## src/rtl/heartbeat_monitor.sv

```systemverilog
// heartbeat_monitor: checks heartbeat half-periods against a tolerance window; reports alive or a sticky fault with cause code.
module heartbeat_monitor #(
    parameter int EXP_HALF_COUNTS = 50_000_000,
    parameter int TOL_COUNTS      = 1_000_000,
    parameter int GOOD_REQ        = 4,
    localparam int LO = EXP_HALF_COUNTS - TOL_COUNTS,
    localparam int HI = EXP_HALF_COUNTS + TOL_COUNTS,
    localparam int W  = $clog2(HI + 2)
) (
    input  logic         clk,
    input  logic         rst,
    input  logic         enable,
    input  logic         hb_in,
    output logic         alive,
    output logic         fault,
    output logic [1:0]   fault_code,
    output logic [W-1:0] last_interval
);
    localparam int GW = $clog2(GOOD_REQ + 1);
    typedef enum logic [2:0] {IDLE, SYNC, CHECK, ALIVE, FAULT} state_t;
    state_t state, state_n;
    logic s1, s2, s3, hb_edge, timeout, is_short, is_long;
    logic [W-1:0] cnt, meas, last_n;
    logic [GW-1:0] good_cnt, good_n;
    logic [1:0] code_n;
    always_ff @(posedge clk or posedge rst)
        if (rst) {s1, s2, s3} <= '0;
        else {s1, s2, s3} <= {hb_in, s1, s2};
    assign hb_edge  = s2 ^ s3;
    assign meas     = cnt + W'(1);
    assign is_short = meas < W'(LO);
    assign is_long  = meas > W'(HI);
    assign timeout  = cnt == W'(HI) && !hb_edge;
    always_ff @(posedge clk or posedge rst)
        if (rst) begin
            state         <= IDLE;
            cnt           <= '0;
            good_cnt      <= '0;
            last_interval <= '0;
            fault_code    <= '0;
            alive         <= 1'b0;
            fault         <= 1'b0;
        end else begin
            state         <= state_n;
            cnt           <= (state == IDLE || hb_edge) ? '0 : (cnt == W'(HI + 1)) ? cnt : cnt + W'(1);
            good_cnt      <= good_n;
            last_interval <= last_n;
            fault_code    <= code_n;
            alive         <= state_n == ALIVE;
            fault         <= state_n == FAULT;
        end
    always_comb begin
        state_n = state;
        if (!enable) state_n = IDLE;
        else case (state)
            IDLE:         state_n = SYNC;
            SYNC:         state_n = hb_edge ? CHECK : timeout ? FAULT : SYNC;
            CHECK, ALIVE: state_n = hb_edge ? ((is_short || is_long) ? FAULT :
                                    (state == ALIVE || good_cnt + GW'(1) == GW'(GOOD_REQ)) ? ALIVE : CHECK) :
                                    timeout ? FAULT : state;
            FAULT:        state_n = FAULT;
            default:      state_n = IDLE;
        endcase
    end
    // fault_code only ever changes on entry to FAULT, so it freezes there and stays 00 elsewhere
    always_comb begin
        good_n = good_cnt;
        last_n = last_interval;
        code_n = fault_code;
        if (!enable || state == IDLE) begin
            good_n = '0;
            last_n = '0;
            code_n = '0;
        end else if (state == SYNC) begin
            good_n = '0;
            code_n = timeout ? 2'b01 : 2'b00;
        end else if (state == CHECK || state == ALIVE) begin
            if (hb_edge) begin
                last_n = meas;
                code_n = is_short ? 2'b10 : is_long ? 2'b11 : 2'b00;
                good_n = (state == CHECK) ? good_cnt + GW'(1) : good_cnt;
            end else if (timeout) code_n = 2'b01;
        end
    end
endmodule

```

## config.mk

```make
export PLATFORM = sky130hd
export DESIGN_NAME = heartbeat_monitor
export DESIGN_NICKNAME = d
export VERILOG_FILES = /design/src/rtl/heartbeat_monitor.sv
export SDC_FILE = /design/constraint.sdc
export NUM_CORES = 1
export LEC_CHECK = 0
export BUFFER_PORTS_ARGS = -buffer_cell sky130_fd_sc_hd__buf_2
export CELL_PAD_IN_SITES_DETAIL_PLACEMENT = 0
export CELL_PAD_IN_SITES_GLOBAL_PLACEMENT = 1
export CORE_MARGIN = 2
export CORE_UTILIZATION = 41
export DETAILED_ROUTE_END_ITERATION = 10
export GPL_TIMING_DRIVEN = 0
export HOLD_SLACK_MARGIN = 0.15
export PLACE_DENSITY_LB_ADDON = 0.1
export SLEW_MARGIN = 20
export SYNTH_ARGS = -nofsm -noshare
export SYNTH_HDL_FRONTEND = slang
export SYNTH_SLANG_ARGS = --single-unit
```

## constraint.sdc

```tcl
create_clock -name clk -period 2.55 [get_ports clk]
set_input_delay 0.1275 -clock clk [delete_from_list [all_inputs] [get_ports clk]]
set_output_delay 0.1275 -clock clk [all_outputs]
set_load 0.01 [all_outputs]
```

# [After elaboration in Yosys (flattened, before gate mapping)]
# Cells that the tools add are included.
[totals] register_bits=65 out_inout_bits=30 word_cells=72
[op_classes] add_sub_neg=2 order_cmp=2 eq_ne=11 mux=27 bitwise=1 n_reduce_logical=19
[ops] operator="26-bit two-way mux" count=6
[ops] operator="26-bit == test, second input constant" count=2
[ops] operator="3-bit two-way mux" count=11
[ops] operator="26-bit by 1-bit adder with 26-bit output, second input constant" count=1
[ops] operator="26-bit > comparator, second input constant" count=1
[ops] operator="26-bit < comparator, second input constant" count=1
[ops] operator="2-bit two-way mux" count=7
[ops] operator="3-bit case mux with 4 select lines" count=1
[ops] operator="3-bit by 2-bit == test with 1-bit output, second input constant" count=3
[ops] operator="3-bit == test, second input constant" count=3
[ops] operator="3-bit nonzero test" count=3
[ops] operator="3-bit AND reduction" count=2
[ops] operator="1-bit logical OR" count=5
[ops] operator="2-bit != test, second input constant" count=2
[ops] operator="2-bit nonzero test" count=2
[ops] operator="4-bit nonzero test" count=1
[ops] operator="3-bit by 1-bit adder with 3-bit output, second input constant" count=1
[ops] operator="3-bit by 1-bit == test with 1-bit output, second input constant" count=1
[ops] operator="3-bit zero test" count=1
[ops] operator="1-bit zero test" count=2
[ops] operator="1-bit two-way mux" count=2
[ops] operator="2-bit AND reduction" count=1
[ops] operator="2-bit OR reduction" count=1
[ops] operator="1-bit logical AND" count=1
[ops] operator="1-bit bitwise XOR" count=1

# [Longest topological paths before layout]
[logic_depth] depth_word=9 mapped_depth=11

# [Worst setup path after synthesis]
# No wires, ideal clock.
[synth_timing] path_kind="register -> register" start="register cnt[1]" end="register fault_code[1]" setup_time_ns=0.120 t_arrival_ns=2.467 required_ns=2.430 path_slack_ns=-0.036 stages_incl_launch_ff=11 path_buffers=1 period_less_slack_ns=2.586 path_cell_list="dfrtp_1 ha_1 buf_2 a21bo_1 a2111oi_0 o2111ai_1 nor4bb_1 nand4_1 a31oi_1 a2111oi_2 a31o_1"
[synth_between] elab_chain_len=8 word_cells_on_any_way=13 cone_classes="1 x add/sub; 2 x order compare; 1 x eq/ne; 6 x mux; 3 x reduce/logical"
[synth_rtl] item="from (decl)" line_no="23" text="logic [W-1:0] cnt, meas, last_n;"
[synth_rtl] item="from (signal assigned)" line_no="45" text="cnt <= (state == IDLE || hb_edge) ? '0 : (cnt == W'(HI + 1)) ? cnt : cnt + W'(1);"
[synth_rtl] item="26-bit by 1-bit adder with 26-bit output" line_no="30" text="assign meas = cnt + W'(1);"
[synth_rtl] item="26-bit > comparator" line_no="32" text="assign is_long = meas > W'(HI);"
[synth_rtl] item="2-bit two-way mux (2 in a row)" line_no="80" text="code_n = is_short ? 2'b10 : is_long ? 2'b11 : 2'b00;"
[synth_rtl] item="2-bit two-way mux" line_no="78" text="if (hb_edge) begin"
[synth_rtl] item="2-bit two-way mux" line_no="77" text="end else if (state == CHECK || state == ALIVE) begin"
[synth_rtl] item="2-bit two-way mux" line_no="74" text="end else if (state == SYNC) begin"
[synth_rtl] item="2-bit two-way mux" line_no="70" text="if (!enable || state == IDLE) begin"
[synth_rtl] item="to (signal assigned)" line_no="48" text="fault_code <= code_n;"
[synth_rtl] item="to (decl)" line_no="16" text="output logic [1:0] fault_code,"
# Parallel ways exist; a longest one is shown, timed or not. The select of a mux whose other input is x is not followed.
# A chain may end at the register's enable or synchronous reset.

# [Worst setup path in the final report]
# Same ends and word-level chain as after synthesis.

==> out/results.md <==
| Group | Item | Value |
|---|---|---|
| die | IO Count | 34 |
| placement | Final HPWL DP | 7185 µm |
| cts | H-tree Lvls | 3 |
| finish | Fin nets | 492 |
| power and ir drop | Peak ir drop on the vdd network | 308.6 µV |
| finish | Cell Count, Final, Fillers Out | 594 |
| synthesis | Syn_nets | 427 |
| sta | Number of endpoints with negative hold slack in the final report | 0 |
| sta | Achievable frequency | 372.7 MHz |
| die | Area of the core | 0.008806 mm² |
| global route | Global-route wire length before repair | 16720 µm |
| route | Count of vias placed by the detailed router | 3415 |
| route | Via density per instance | 5.749 |
| finish | Area growth syn-to-layout | 28.26% |
| placement | Number of buffer cells added on primary ports | 32 |
| route | Remaining number of nets flagged by the antenna check after routing | 0 |
| route | Initial DRT Pass Iterations | 5 |
| cts | Clock-pin slew reported for the worst setup and hold paths after clock tree synthesis | 0.08 ns |
| worst setup path | Required time of the critical path | 2.79 ns |
| route | DR iter-0 viols | 238 |
| worst setup path | Critical path cell sequence | ha_4 > buf_6 > nand3b_1 > or3_1 > a31oi_1 > nor4bb_4 > nand4_1 > a31oi_4 > a2111oi_4 > a31o_1 |
| finish | Final Cell Area | 0.004816 mm² |
| sta | Final period demand of the worst path | 2.683 ns |
| route | DR WL/cell | 17.67 µm |
| power and ir drop | Internal power | 1588 µW |
| synthesis | Count of different cell masters after synthesis | 61 |
| power and ir drop | Combinational share of power | 0.104 |
| die | Horizontal die dimension | 99.70 µm |
| power and ir drop | Power density cells | 449.2 mW/mm² |
| worst setup path | Largest stage delay on the critical path | 0.43 ns |
| global route | GRT Total Usage | 0.2160 |
| sta | Final number of max-transition violations | 0 |
| synthesis | Number of synthesized register bits | 65 |
| cts | Number of buffers on the longest clock path | 2 |
| power and ir drop | Share of power burned in the clock network | 0.406 |
| synthesis | Post-Synthesis Mean Instance Area | 9.004 µm² |
| synthesis | Top post-synthesis cells by area | sky130_fd_sc_hd__dfrtp_1 (43%), sky130_fd_sc_hd__nor2_1 (6.5%), sky130_fd_sc_hd__a211oi_1 (5.0%), sky130_fd_sc_hd__xnor2_1 (3.3%), sky130_fd_sc_hd__nand2_1 (3.1%) |
| cts | Later-pin clock latency in the skew report | 0.36 ns |
| sta | Finish-stage setup viols | 7 |
| synthesis | Synthesized netlist cell count | 417 |
| cts | Buffer cell driving the clock tree root | sky130_fd_sc_hd__clkbuf_8 |
| sta | Period utilization | 1.052 |
| die | Die area | 0.009940 mm² |
| worst setup path | Kind of capture point of the worst setup path | register |
| finish | Share of layout cells above drive strength 1 | 0.2675 |
| synthesis | Ranking of synthesized cells by instance count | sky130_fd_sc_hd__dfrtp_1 (65), sky130_fd_sc_hd__nor2_1 (65), sky130_fd_sc_hd__nand2_1 (31) |
| sta | Largest clock skew in the final design | 0.01407 ns |
| job | Max-cap violations | 0 |
| placement | Instance count after placement with tap cells included | 558 |
| finish | Antenna cell count | 0 |
| synthesis | Cell taking the most area after synthesis | sky130_fd_sc_hd__dfrtp_1 |
| synthesis | Post-synthesis instance area | 0.003755 mm² |
| outcome | Outcome | complete, but fails checks |
| cts | Number of buffers created by CTS | 9 |
| die | Count of standard-cell rows | 34 |
| sta | Worst Slack Setup Final | -0.1330 ns |
| synthesis | Post-synth top area share | 0.4332 |
| sta | Relative slew slack | 0.5856 |
| cts | Sink count of the clock tree | 65 |
| worst setup path | Largest fanout on the critical path | 8 |
| synthesis | Count of flip-flops with a built-in enable after synthesis | 0 |
| worst setup path | Worst path arrival time | 2.93 ns |
| route | Total detailed-routing wirelength | 10500 µm |
| power and ir drop | Leakage power total | 0.002097 µW |
| sta | Unrepaired setup endpoints after global routing | true |
| placement | Placed Area | 0.004090 mm² |
| global route | Antenna violations before repair | 0 |
| cts | CTS tree | yes |
| power and ir drop | Seq pwr share | 0.490 |
| global route | Sum of overflow across all layers after global routing | 0 |
| synthesis | Sequential cell area fraction in the yosys report | 0.4332 |
| placement | Routability-driven placement congestion ratio | 0.9508 |
| die | Effective utilization at floorplan | 0.4264 |
| global route | Number of global-route vias before repair | 3216 |
| min path | Class of the worst hold path | input pin to async pin |
| route | Residual DRC | 0 |
| synthesis | Asr flop ratio synth | 1.000 |
| power and ir drop | Fraction of power spent switching nets | 0.2659 |
| power and ir drop | Net Sw Power | 575.1 µW |
| synthesis | YS warnings | 0 |
| outcome | Failing checks | setup timing |
| placement | Worst slack at placement | -0.6448 ns |
| worst setup path | CP Class | register to register |
| global route | Maximum number of pins on one net before global-route repair | 49 |
| worst setup path | Critical-path top delay cell | sky130_fd_sc_hd__dfrtp_2 |
| synthesis | Primary flip-flop cell chosen by synthesis mapping | sky130_fd_sc_hd__dfrtp_1 |
| sta | Slew at the pin with the worst max-slew slack | 0.6216 ns |
| die | Chip height | 99.70 µm |
| worst setup path | Startpoint kind of the worst setup timing path | register |
placed cells by master, fill, tap and decap left out, types with 4 or more instances in the layout:
cell type / netlist / final
sky130_fd_sc_hd__nor4_1: 11 / 6
sky130_fd_sc_hd__a21oi_1: 11 / 9
sky130_fd_sc_hd__buf_4: 2 / 23
sky130_fd_sc_hd__a211oi_1: 25 / 25
sky130_fd_sc_hd__nor2_1: 65 / 64
sky130_fd_sc_hd__nand3_1: 20 / 19
sky130_fd_sc_hd__or3_1: 5 / 5
sky130_fd_sc_hd__dfrtp_1: 65 / 62
sky130_fd_sc_hd__nand4_1: 10 / 10
sky130_fd_sc_hd__xor2_1: 13 / 10
sky130_fd_sc_hd__a31oi_1: 7 / 6
sky130_fd_sc_hd__buf_2: 10 / 37
sky130_fd_sc_hd__inv_1: 7 / 6
sky130_fd_sc_hd__o21ai_1: 2 / 4
sky130_fd_sc_hd__ha_1: 6 / 5
sky130_fd_sc_hd__and4_1: 5 / 4
sky130_fd_sc_hd__nor4_4: 0 / 5
sky130_fd_sc_hd__xnor2_1: 14 / 13
sky130_fd_sc_hd__nand2_1: 31 / 29
sky130_fd_sc_hd__nor2b_1: 4 / 4
sky130_fd_sc_hd__o21ai_0: 11 / 9
sky130_fd_sc_hd__nor3_1: 10 / 8
sky130_fd_sc_hd__clkbuf_1: 19 / 14
sky130_fd_sc_hd__and2_1: 5 / 4
sky130_fd_sc_hd__and3_1: 5 / 5
sky130_fd_sc_hd__clkbuf_8: 0 / 10
per-stage QoR:
step / utilization / setup TNS [ns] / power (µW) / hold slack, ns
2_1_floorplan: - / 0 / 1206 / 0.1589
3_3_place_gp: 0.4611 / -12.64 / 1270 / 0.2349
3_5_place_dp: 0.4645 / -8.169 / 1276 / 0.09075
4_1_cts: 0.5327 / -0.8776 / 2178 / 0.2567
5_1_grt: 0.5469 / -1.209 / 2257 / 0.2945
6_report: 0.5469 / -0.6693 / 2163 / 0.2517
state kept, by name, summed over array words and instances (netlist names):
signal         cells
s2                 1
fault              1
fault_code         2
s1                 1
s3                 1
good_cnt           3
cnt               26
last_interval     26
alive              1
state              3
worst max-delay path: cells and delay by family, from the launching register on:
family | cells | cell delay (ns)
compound gates | 4 | 0.83
fa+ha+maj | 1 | 0.18
simple gates | 4 | 1.00
buf+inv | 1 | 0.13
flops | 1 | 0.43
path summary, 6_finish.rpt:
check,endpoint,slack [ns],depth (start not counted),from
max,fault_code[1]$_DFFE_PP0P_,-0.13,10,cnt[1]$_DFFE_PP0P_
min in group clk,s2$_DFF_PP0_,0.35,0,s1$_DFF_PP0_
min reg2reg,s2$_DFF_PP0_,0.35,0,s1$_DFF_PP0_
max reg2reg,fault_code[1]$_DFFE_PP0P_,-0.13,10,cnt[1]$_DFFE_PP0P_
max in group asynchronous,cnt[8]$_DFFE_PP0P_,1.77,4,rst
min,good_cnt[2]$_DFFE_PP0P_,0.25,3,rst
power by group through the flow:
stage | Clock, µW | Combinational, µW | Sequential [µW]
CTS | 897 | 221 | 1060
global placement | 0 | 189 | 1080
global route | 947 | 249 | 1060
detailed placement | 0 | 195 | 1080
finish | 879 | 225 | 1060
floorplan | 0 | 123 | 1080
kinds of logic (layout without fill, tap and decap cells):
group,count (synthesis),in the layout,share of synthesized area
xor gates and xnor gates,27,27,0.06298
AOI/OAI and AO/OA,88,88,0.1713
adders and majority gates,6,6,0.01999
and+or+nand+nor,190,190,0.2629
muxes,2,2,0.005332
buffers and inverters,39,108,0.04432
DFF,65,65,0.4332
per-layer routing:
layer	up-vias	GRT usage	wire (µm)
li1	1642	-	-
met1	1661	0.3071	5048
met2	99	0.3373	4830
met3	13	0.03865	463
met4	0	0.06533	152
met5	-	0	0
cell type report:
cell class / instances / area (µm²)
Clock buffer: 10 / 137.6
Buffer: 29 / 155.1
Multi-Input combinational cell: 313 / 2281
Timing Repair Buffer: 57 / 391.6
Clock inverter: 5 / 56.30
Tap cell: 108 / 135.1
Sequential cell: 65 / 1630
Fill cell: 804 / 3990
Inverter: 7 / 28.78
repair_timing:
item,CTS,global route
setup buffers,17,4
endpoints found under the setup margin,17,17
hold buffers,3,0
resized for setup,50,20
hold endpoints to repair,67,0
pin swaps,21,10
Note: power is estimated with default switching activity, not from simulation.
